## config.mk

```make
export PLATFORM = sky130hd
export DESIGN_NAME = seg_display_driver
export DESIGN_NICKNAME = d
export VERILOG_FILES = /design/src/rtl/seg_display_driver.sv
export SDC_FILE = /design/constraint.sdc
export NUM_CORES = 1
export LEC_CHECK = 0
export BUFFER_PORTS_ARGS = -buffer_cell sky130_fd_sc_hd__buf_2
export CORE_MARGIN = 2
export CORE_UTILIZATION = 35
export CTS_BUF_LIST = sky130_fd_sc_hd__clkbuf_4
export DETAILED_ROUTE_END_ITERATION = 16
export RECOVER_POWER = 50
export SLEW_MARGIN = 20
export SYNTH_ARGS = -nofsm -noshare
export SYNTH_HDL_FRONTEND = slang
export SYNTH_SLANG_ARGS = --single-unit
```

## constraint.sdc

```tcl
create_clock -name clk -period 1.8 [get_ports clk]
set_clock_uncertainty 0.05 [all_clocks]
set_input_delay 0.18 -clock clk [delete_from_list [all_inputs] [get_ports clk]]
set_output_delay 0.18 -clock clk [all_outputs]
set_load 0.01 [all_outputs]
```

## src/rtl/seg_display_driver.sv

```systemverilog
// seg_display_driver: 4-digit 7-segment scan driver for the core debug bus.
// Define DISP_CHANGE_CNT_EN to show a frame change counter on DIG3.
module seg_display_driver #(
   parameter int unsigned REFRESH_DIV = 50000
) (
   input  logic       clk,
   input  logic       rst,
   input  logic [7:0] value,
   input  logic       mode,
   output logic [6:0] seg,
   output logic [3:0] an,
   output logic       dp
);

   localparam logic [15:0] DIV_LAST = 16'(REFRESH_DIV - 1);

   localparam logic [6:0] BLANK  = 7'b1111111;
   localparam logic [6:0] LTR_P  = 7'b0001100;
   localparam logic [6:0] LTR_A  = 7'b0001000;

   typedef enum logic [1:0] {
      DIG0,
      DIG1,
      DIG2,
      DIG3
   } state_t;

   state_t      state;
   state_t      state_nxt;
   logic [15:0] cnt;
   logic        tick;
   logic        frame;
   logic [7:0]  value_q;
   logic        mode_q;
   logic [7:0]  snap_value;
   logic        snap_mode;
   logic [6:0]  dig3_seg;
   logic [6:0]  seg_nxt;
   logic [3:0]  an_nxt;
   logic        dp_nxt;

   function automatic logic [6:0] hex7(input logic [3:0] n);
      logic [6:0] g;
      case (n)
         4'h0: g = 7'b1000000;
         4'h1: g = 7'b1111001;
         4'h2: g = 7'b0100100;
         4'h3: g = 7'b0110000;
         4'h4: g = 7'b0011001;
         4'h5: g = 7'b0010010;
         4'h6: g = 7'b0000010;
         4'h7: g = 7'b1111000;
         4'h8: g = 7'b0000000;
         4'h9: g = 7'b0010000;
         4'hA: g = 7'b0001000;
         4'hB: g = 7'b0000011;
         4'hC: g = 7'b1000110;
         4'hD: g = 7'b0100001;
         4'hE: g = 7'b0000110;
         default: g = 7'b0001110;
      endcase
      return g;
   endfunction

   always_ff @(posedge clk or negedge rst) begin
      if (!rst) begin
         value_q <= '0;
         mode_q  <= 1'b0;
      end else begin
         value_q <= value;
         mode_q  <= mode;
      end
   end

   assign tick = (cnt == DIV_LAST);

   always_ff @(posedge clk or negedge rst) begin
      if (!rst) begin
         cnt <= '0;
      end else if (tick) begin
         cnt <= '0;
      end else begin
         cnt <= cnt + 16'd1;
      end
   end

   always_ff @(posedge clk or negedge rst) begin
      if (!rst) begin
         state <= DIG0;
      end else begin
         state <= state_nxt;
      end
   end

   always_comb begin
      state_nxt = state;
      if (tick) begin
         unique case (state)
            DIG0: state_nxt = DIG1;
            DIG1: state_nxt = DIG2;
            DIG2: state_nxt = DIG3;
            DIG3: state_nxt = DIG0;
         endcase
      end
   end

   // One snapshot per frame keeps all four digits coherent
   assign frame = tick && (state == DIG3);

   always_ff @(posedge clk or negedge rst) begin
      if (!rst) begin
         snap_value <= '0;
         snap_mode  <= 1'b0;
      end else if (frame) begin
         snap_value <= value_q;
         snap_mode  <= mode_q;
      end
   end

`ifdef DISP_CHANGE_CNT_EN
   logic [3:0] chg_cnt;

   always_ff @(posedge clk or negedge rst) begin
      if (!rst) begin
         chg_cnt <= '0;
      end else if (frame && (value_q != snap_value)) begin
         chg_cnt <= chg_cnt + 4'd1;
      end
   end

   assign dig3_seg = hex7(chg_cnt);
`else
   assign dig3_seg = BLANK;
`endif

   always_comb begin
      seg_nxt = BLANK;
      an_nxt  = 4'b1111;
      dp_nxt  = 1'b1;
      unique case (state)
         DIG0: begin
            seg_nxt = hex7(snap_value[3:0]);
            an_nxt  = 4'b1110;
         end
         DIG1: begin
            seg_nxt = hex7(snap_value[7:4]);
            an_nxt  = 4'b1101;
         end
         DIG2: begin
            seg_nxt = snap_mode ? LTR_P : LTR_A;
            an_nxt  = 4'b1011;
            dp_nxt  = 1'b0;
         end
         DIG3: begin
            seg_nxt = dig3_seg;
            an_nxt  = 4'b0111;
         end
      endcase
   end

   always_ff @(posedge clk or negedge rst) begin
      if (!rst) begin
         seg <= BLANK;
         an  <= 4'b1111;
         dp  <= 1'b1;
      end else begin
         seg <= seg_nxt;
         an  <= an_nxt;
         dp  <= dp_nxt;
      end
   end

endmodule

```

==> impl_metrics.tcl, run 1 <==
set metrics [dict create \
    muxShareOfSynthArea 0.100 \
    final_layout_size_suffix_gt1_frac 0.364 \
    yosys.cell_types.count 42 \
    required_ps 2000 \
    setup_violations 21 \
    synthTopCellsByArea "dfrtp_1 38%, dfstp_2 12%, ha_1 11%" \
    layout_commonest_cell "dfrtp_1" \
    synth_cells 208 \
    synth_top_area_frac 0.377 \
    ys_ff_latch 47 \
    outcome "finished with violations" \
    routedWlPerCell_um 12.5 \
    start_util 0.357 \
    final_util 0.459 \
    dr.pass1.iters 4 \
    die_area_mm2 0.00750 \
    ff2ff_path_depth 4 \
    r2r-start "cnt[12]" \
    powerDensity_mw_per_mm2 563 \
    final_cell_mix "35 x dfrtp_1, 30 x buf_4, 22 x buf_2, 21 x ha_1, 13 x inv_1" \
    use_met1 0.179 \
    routed_wl_mm 4.41 \
    cts_tree "yes" \
    grt_pass1_vias 1667 \
    ioPinCount 23 \
    drt-initial-drc-count 88 \
    yosys_warnings 0 \
    cts.sinks 47 \
    row_count 30 \
    grt_pass1_wl_mm 7.73 \
    hold_class "input port to register" \
    synth_compound_area_frac 0.0786 \
    grt_max_degree 48 \
    gp_congestion 0.783 \
    reg2reg_slack_ps -120 \
    synth_fa_ha_area_frac 0.110 \
    slew_headroom 0.252 \
    use_met2 0.205 \
    clock-root-buffer "clkbuf_4" \
    syn2layout_area_growth_pct 28.3 \
    antenna_found_initial 0 \
    syn_nets 240 \
    hold_depth 2 \
    top_usage_layer "met2" \
    worstSetupEndpointType "register" \
    core_mm2 0.00668 \
    worst_setup_path_start_kind "register" \
    period_needed_ps 1920 \
    finalSetupTns_ps -1250 \
    hold_viol 0 \
    postRouteAntennaNets 0 \
    fp.dieW_um 86.6 \
    drv_slew 0 \
    routed-via-count 1695 \
    max_freq_ghz 0.520 \
    die_h_um 86.6 \
    synth-edff-count 0 \
    synth_top_flop_cell "dfrtp_1" \
    critPathKind "register to register" \
    place_hpwl_mm 3.23 \
    clk_pin_slew_ps 140 \
    grt_usage 0.132 \
    yosysSeqAreaShare 0.498 \
    yosys.area_share.xor_xnor 0.0403 \
    setup_ws_ps -125 \
    path_max_fanout 9 \
    synth.largest_area_cell "dfrtp_1" \
    fin_hold_ws_ps 397 \
    use_met3 0.0286 \
    cts.path.max_buffers 2 \
    hold-path-endpoint "value_q[2]" \
    worst_pin_slew_ps 1120 \
    cp.arrival_ps 2120 \
    synth_top_family_by_area "simple AND/OR/NAND/NOR gates" \
    cap_violations 0 \
    violations "negative setup slack" \
    cts_buffers 5 \
    min_from "value[2]" \
    drc 0 \
    power.static_leakage_nw 1.44 \
    synthSimpleGateAreaFrac 0.139 \
    fillers 634 \
    htreeDepth 2 \
    final_nets 304 \
    vdd_drop_max_mv 0.295 \
    port-buffer-count 22 \
    syn_area_mm2 0.00239 \
    clk-insertion-delay-late_ps 360 \
    ys_async_sr_fraction 1.00 \
    r2r-end "snap_value[2]" \
    avgSynthCellArea_um2 11.5 \
    period_share 1.07 \
    antenna_cells 0 \
    total_power_w 0.00173 \
    grt_overflow 0 \
    vias_per_cell 4.82 \
    rsz0062_at_grt "yes" \
]
[cell type report]
class                   count  area, um2  share of cell area
clock buffers               5       37.5              0.0122
well taps                  80        100              0.0327
multi-input cells         141       1190               0.388
flip-flops and latches     47       1190               0.389
clock inverters             2       37.5              0.0122
inverters                  13       48.8              0.0159
repair buffers             64        460               0.150
[what timing repair did]
action                                  4_1_cts  5_1_grt
hold endpoints to repair                     45        0
resized for setup                            17        7
endpoints found under the setup margin       19       22
buffers inserted                              1        4
pin swaps                                     6        0
hold buffers                                 10        0
[Yosys cell counts (all sizes together), types with 3 or more instances]
master,instances
xnor2,6
a31oi,3
ha,21
nand2b,4
mux2,11
o21ai,8
mux2i,7
nor2b,3
buf,3
inv,13
dfrtp,36
nand3,5
nand4,6
nor2,15
clkbuf,4
nand2,9
dfstp,11
xor2,5
a21oi,12
[how the worst max path moves through the flow]
stage | from | to | slack [ps]
floorplan | cnt[12] | snap_value[3] | -150
global placement | cnt[12] | cnt[11] | -100
detailed placement | cnt[12] | cnt[11] | -120
CTS | cnt[12] | snap_value[2] | -130
global route | cnt[12] | snap_value[2] | -190
finish | cnt[12] | snap_value[2] | -120
[report_power, final]
group | total, W | switching, W | internal, W
Combinational | 0.0000467 | 0.0000244 | 0.0000223
Sequential | 0.00107 | 0.00000251 | 0.00107
Clock | 0.000610 | 0.000326 | 0.000285
Total | 0.00173 | 0.000352 | 0.00137
[metal layers]
metal / up-vias / wire (um)
li1: 846 / -
met1: 812 / 2150
met2: 30 / 2030
met3: 7 / 134
met4: 0 / 85
met5: - / 0
[state kept, by name, summed over array words and instances, names as in the netlist]
name,cells
snap_value,8
state,2
an,4
mode_q,1
seg,7
cnt,16
snap_mode,1
value_q,8
[metrics by stage]
| step | cells | area (um2) | setup WS [ps] |
|---|---|---|---|
| 4_1_cts | 348 | 3020 | -135 |
| 3_5_place_dp | 330 | 2770 | -117 |
| 5_1_grt | 352 | 3070 | -191 |
| 6_report | 352 | 3070 | -125 |
| 2_1_floorplan | 208 | 2390 | -154 |
| 3_3_place_gp | 330 | 2770 | -98.7 |
[critical path, cell delays in order (launching register included)]
cell and delay (ps):
dfrtp_1 400, or4b_4 550, nor4_4 330, nand2_4 150
mux2_1 340
[cells by family after synthesis]
kind of cell | count (synthesis)
compound gates | 32
xor+xnor | 11
simple gates | 57
fa+ha+maj | 21
buf+inv | 20
mux | 20
flops | 47
Power figures use the tool's default switching activity.
==> run 2, diff against run 1 <==
- RECOVER_POWER: 50 -> not set
==> run 2 against run 1 <==
Compared with the run above:
- the run still ends with negative setup slack left
- clock power is essentially flat
- cell area is essentially flat
- critical path type unchanged
- register-to-register slack is essentially flat
- cell count is the same
- core utilization is essentially flat
- maximum frequency is the same
- critical path depth is the same
- die area is the same
- wire length is the same
- sequential cell count is the same
- sequential power is essentially flat
- largest power group unchanged
- power is essentially flat
==> impl_metrics.tcl, run 2 (synthesis results as in run 1) <==
set metrics [dict create \
    cts.path.max_buffers 2 \
    ff2ff_path_depth 4 \
    vias_per_cell 4.82 \
    layout_commonest_cell "dfrtp_1" \
    die_area_mm2 0.00750 \
    drv_slew 0 \
    power_frac_comb 0.027 \
    switching_share 0.204 \
    clk-insertion-delay-late_ps 360 \
    grt_usage 0.132 \
    critPathTopFamily "simple AND/OR/NAND/NOR gates" \
    worstSetupEndpointType "register" \
    cts_tree "yes" \
    routed_wl_mm 4.41 \
    seq_area_mm2 0.00119 \
    final_layout_size_suffix_gt1_frac 0.364 \
    cts.sinks 47 \
    largest_register "cnt" \
    seq_power_share 0.619 \
    die_h_um 86.6 \
    routedWlPerCell_um 12.5 \
    period_needed_ps 1920 \
    dp_cells 330 \
    critPathLaunch "cnt[12]" \
    htreeDepth 2 \
    worst_pin_slew_ps 578 \
    port-buffer-count 22 \
    setup_ws_ps -125 \
    hold_viol 0 \
    cts_buffers 5 \
    period_share 1.07 \
    critPathKind "register to register" \
    finalSetupTns_ps -1250 \
    routed-via-count 1695 \
    final_nets 304 \
    slew_headroom 0.615 \
    row_count 30 \
    core_mm2 0.00668 \
    setup_violations 21 \
    cpPeakStageDelay_ps 550 \
    drt-initial-drc-count 88 \
    cap_violations 0 \
    grt_overflow 0 \
    r2r-end "snap_value[2]" \
    grt_max_degree 48 \
    violations "negative setup slack" \
    worst_setup_path_start_kind "register" \
    cp.arrival_ps 2120 \
    power.static_leakage_nw 1.44 \
    clock-root-buffer "clkbuf_4" \
    rsz0062_at_grt "yes" \
    vdd_drop_max_mv 0.295 \
    dr.pass1.iters 4 \
    reg2reg_slack_ps -120 \
    start_util 0.357 \
    multiInputGateArea_mm2 0.00119 \
    path_max_fanout 9 \
    largest_register_ffs 16 \
    crit_buf_inv 0 \
    r2r-start "cnt[12]" \
    final_cell_mix "35 x dfrtp_1, 31 x buf_4, 22 x buf_2, 21 x ha_1, 13 x inv_1" \
    ioPinCount 23 \
    syn2layout_area_growth_pct 28.4 \
    required_ps 2000 \
    antenna_cells 0 \
    stdcell_count 352 \
    antenna_found_initial 0 \
    crit_path_top_delay_cell "or4b_4" \
    place_hpwl_mm 3.23 \
    p_sw_w 0.000352 \
    fp.dieW_um 86.6 \
    clkPwrFrac 0.353 \
    drc 0 \
    p_int_w 0.00138 \
    gp_congestion 0.783 \
    clk_pin_slew_ps 140 \
    grt_pass1_wl_mm 7.73 \
    outcome "finished with violations" \
    postRouteAntennaNets 0 \
    grt_pass1_vias 1667 \
    hold_class "input port to async pin" \
    fillers 633 \
    max_freq_ghz 0.520 \
    powerDensity_mw_per_mm2 563 \
    worstPathCellList "or4b_4 -> nor4_4 -> nand2_4 -> mux2_1" \
    largest_registers "cnt (16), snap_value (8), value_q (8)" \
]
[run 2: cell count changes in the layout (fill, tap and decap cells not counted), sizes merged]
cell    delta
buf        +1
clkbuf     -1
[run 2: cell type report]
type                    instances  area share
multi-input cells             141       0.388
clock inverters                 2      0.0122
repair buffers                 64       0.151
well taps                      80      0.0326
inverters                      13      0.0159
clock buffers                   5      0.0122
flip-flops and latches         47       0.388
[run 2: layer usage]
| layer | GRT usage | share of wire | vias to the layer above |
|---|---|---|---|
| li1 | - | - | 846 |
| met1 | 0.179 | 0.49 | 812 |
| met2 | 0.205 | 0.46 | 30 |
| met3 | 0.0286 | 0.030 | 7 |
| met4 | 0.0540 | 0.019 | 0 |
| met5 | 0 | 0 | - |
[run 2: per-stage QoR]
step	util	setup slack (ps)	area, um2	total power [W]	hold WS [ps]
after floorplan	-	-154	2390	0.00109	-166
after global placement	0.415	-98.7	2770	0.00112	241
after detailed placement	0.415	-117	2770	0.00112	241
after CTS	0.451	-135	3020	0.00176	383
after global routing	0.459	-191	3070	0.00180	379
final	0.459	-125	3070	0.00173	376
[run 2: timing repair]
action	in CTS	in global routing
endpoints found under the setup margin	19	22
endpoints found under the hold margin	45	0
hold buffers	10	0
pin swaps	6	0
buffers inserted	1	4
gates cloned	0	0
gates resized for setup	17	7
[run 2: worst reg2reg max path: cells and delay by family (launching register included)]
family	cells	cell delay [ps]
simple gates	3	1030
flops	1	400
mux	1	340
[run 2: worst max path at each step]
stage	endpoint	cells after the start
3_3_place_gp	cnt[11]	5
2_1_floorplan	snap_value[3]	4
3_5_place_dp	cnt[11]	5
6_report	snap_value[2]	4
4_1_cts	snap_value[2]	4
5_1_grt	snap_value[2]	4
[run 2: power groups by stage]
stage,combinational (W),clock (W),sequential (W)
2_1_floorplan,0.000000191,0,0.00109
3_3_place_gp,0.0000330,0,0.00109
3_5_place_dp,0.0000339,0,0.00109
4_1_cts,0.0000499,0.000641,0.00107
5_1_grt,0.0000545,0.000679,0.00107
6_report,0.0000475,0.000610,0.00107
==> run 3, diff against run 2 <==
- CORE_UTILIZATION: 35 -> 31
==> run 3 against run 2 <==
Compared with the run above:
- the flow still finishes with violations (negative setup slack)
- critical endpoint is now snap_value[5]
- count of clock-buffer cells in the layout unchanged
- wire length rose by 3.2%
- highest routed layer unchanged
- worst setup slack got worse by 55 ps
==> impl_metrics.tcl, run 3 (synthesis results as in run 1) <==
set metrics [dict create \
    grt_usage 0.115 \
    cpPeakStageDelay_ps 530 \
    cts.path.max_buffers 2 \
    crit_path_top_delay_cell "or4b_4" \
    rsz0062_at_grt "yes" \
    worstPathCellList "or4b_4 -> nor4_4 -> buf_4 -> nand2_2 -> mux2_2" \
    cp.arrival_ps 2210 \
    violations "negative setup slack" \
    hold_class "input port to async pin" \
    final_util 0.405 \
    postRouteAntennaNets 0 \
    max_freq_ghz 0.505 \
    drc 0 \
    drt-initial-drc-count 57 \
    grt_pass1_wl_mm 7.75 \
    syn2layout_area_growth_pct 29.1 \
    clk-insertion-delay-late_ps 380 \
    hold_viol 0 \
    grt_pass1_vias 1632 \
    power.static_leakage_nw 1.42 \
    largest_register "cnt" \
    layout_commonest_cell "dfrtp_1" \
    period_share 1.10 \
    outcome "finished with violations" \
    path_max_fanout 4 \
    port-buffer-count 22 \
    core_mm2 0.00761 \
    die_h_um 91.8 \
    seq_power_share 0.600 \
    largest_register_ffs 16 \
    place_hpwl_mm 3.28 \
    critPathTopFamily "simple AND/OR/NAND/NOR gates" \
    dp_cells 347 \
    required_ps 2030 \
    largest_registers "cnt (16), snap_value (8), value_q (8)" \
    final_cell_area_mm2 0.00308 \
    crit_buf_inv 1 \
    dpl_cell_area_mm2 0.00276 \
    antenna_found_initial 0 \
    start_util 0.314 \
    clock-root-buffer "clkbuf_4" \
    routedWlPerCell_um 12.2 \
    row_count 32 \
    cts_tree "yes" \
    dr.pass1.iters 4 \
    worst_setup_path_start_kind "register" \
    critPathKind "register to register" \
    slew_headroom 0.620 \
    drv_slew 0 \
    vias_per_cell 4.50 \
    power_frac_comb 0.027 \
    routed_wl_mm 4.55 \
    routed-via-count 1673 \
    final_cell_mix "36 x dfrtp_1, 26 x buf_4, 22 x buf_2, 20 x ha_1, 12 x inv_1" \
    htreeDepth 2 \
    worstSetupEndpointType "register" \
    worst_pin_slew_ps 570 \
    cts.sinks 47 \
    ioPinCount 23 \
    setup_ws_ps -180 \
    p_sw_w 0.000395 \
    cts_buffers 5 \
    powerDensity_mw_per_mm2 579 \
    clk_pin_slew_ps 160 \
    final_nets 301 \
    fp.dieW_um 91.8 \
    stdcell_count 372 \
    vdd_drop_max_mv 0.257 \
    fin_hold_ws_ps 350 \
    gp_congestion 0.747 \
    final_layout_size_suffix_gt1_frac 0.363 \
    grt_max_degree 48 \
    switching_share 0.221 \
    grt_overflow 0 \
    setup_violations 10 \
    clkPwrFrac 0.374 \
    period_needed_ps 1980 \
    cap_violations 0 \
    p_int_w 0.00139 \
    fillers 770 \
    antenna_cells 0 \
    die_area_mm2 0.00842 \
]
-- run 3: cell types whose count changed in the layout (fill, tap and decap cells not counted), moves of 3 or more --
cell,before,now
buf_4,31,26
mux2_1,3,0
mux2_4,0,3
nor2_1,8,11
nor2_4,6,3
-- run 3: worst register-to-register path, stage by stage (launching register included) --
cell and delay (ps):
dfrtp_1 420, or4b_4 530, nor4_4 280, buf_4 200, nand2_2 100, mux2_2 300
-- run 3: worst paths after layout --
kind                           from            end  slack (ps)  depth (start not counted)
hold reg to reg              mode_q      snap_mode         440                          1
setup reg to reg            cnt[11]  snap_value[5]        -180                          5
max in group asynchronous       rst        cnt[15]         950                          3
min in group clk           value[4]     value_q[4]         380                          2
setup / recovery            cnt[11]  snap_value[5]        -180                          5
hold / removal                  rst  snap_value[4]         350                          3
-- run 3: layout make-up --
class	count	area, um2	area share
Multi-Input combinational cell	142	1200	0.388
Timing Repair Buffer	60	437	0.142
Inverter	13	48.8	0.0158
Clock inverter	3	47.5	0.0154
Clock buffer	5	37.5	0.0122
Sequential cell	47	1190	0.386
Tap cell	102	128	0.0414
-- run 3: routing by layer --
metal / vias to the layer above / track usage / wire length [um]
met2: 36 / 0.183 / 2080
met5: - / 0 / 0
met1: 784 / 0.149 / 2180
met4: 0 / 0.0485 / 100
li1: 844 / - / -
met3: 9 / 0.0304 / 191
-- run 3: what timing repair did --
| item | 4_1_cts | 5_1_grt |
|---|---|---|
| setup buffers | 3 | 4 |
| pin swaps | 6 | 6 |
| hold buffers | 10 | 0 |
| resized for setup | 6 | 17 |
| setup endpoints to repair | 20 | 22 |
| gates cloned | 1 | 0 |
| endpoints found under the hold margin | 45 | 0 |
-- run 3: power by group through the flow --
stage / Combinational, W / Clock [W] / Sequential [W]
finish: 0.0000476 / 0.000668 / 0.00107
global route: 0.0000552 / 0.000729 / 0.00107
CTS: 0.0000500 / 0.000691 / 0.00107
detailed placement: 0.0000337 / 0 / 0.00109
global placement: 0.0000326 / 0 / 0.00109
floorplan: 0.000000191 / 0 / 0.00109
-- run 3: stage by stage --
step / setup WS (ps) / TNS, ps / power (W)
2_1_floorplan: -154 / -1230 / 0.00109
3_3_place_gp: -93.2 / -748 / 0.00112
3_5_place_dp: -146 / -1460 / 0.00112
4_1_cts: -147 / -1120 / 0.00181
5_1_grt: -237 / -2730 / 0.00186
6_report: -180 / -1540 / 0.00179
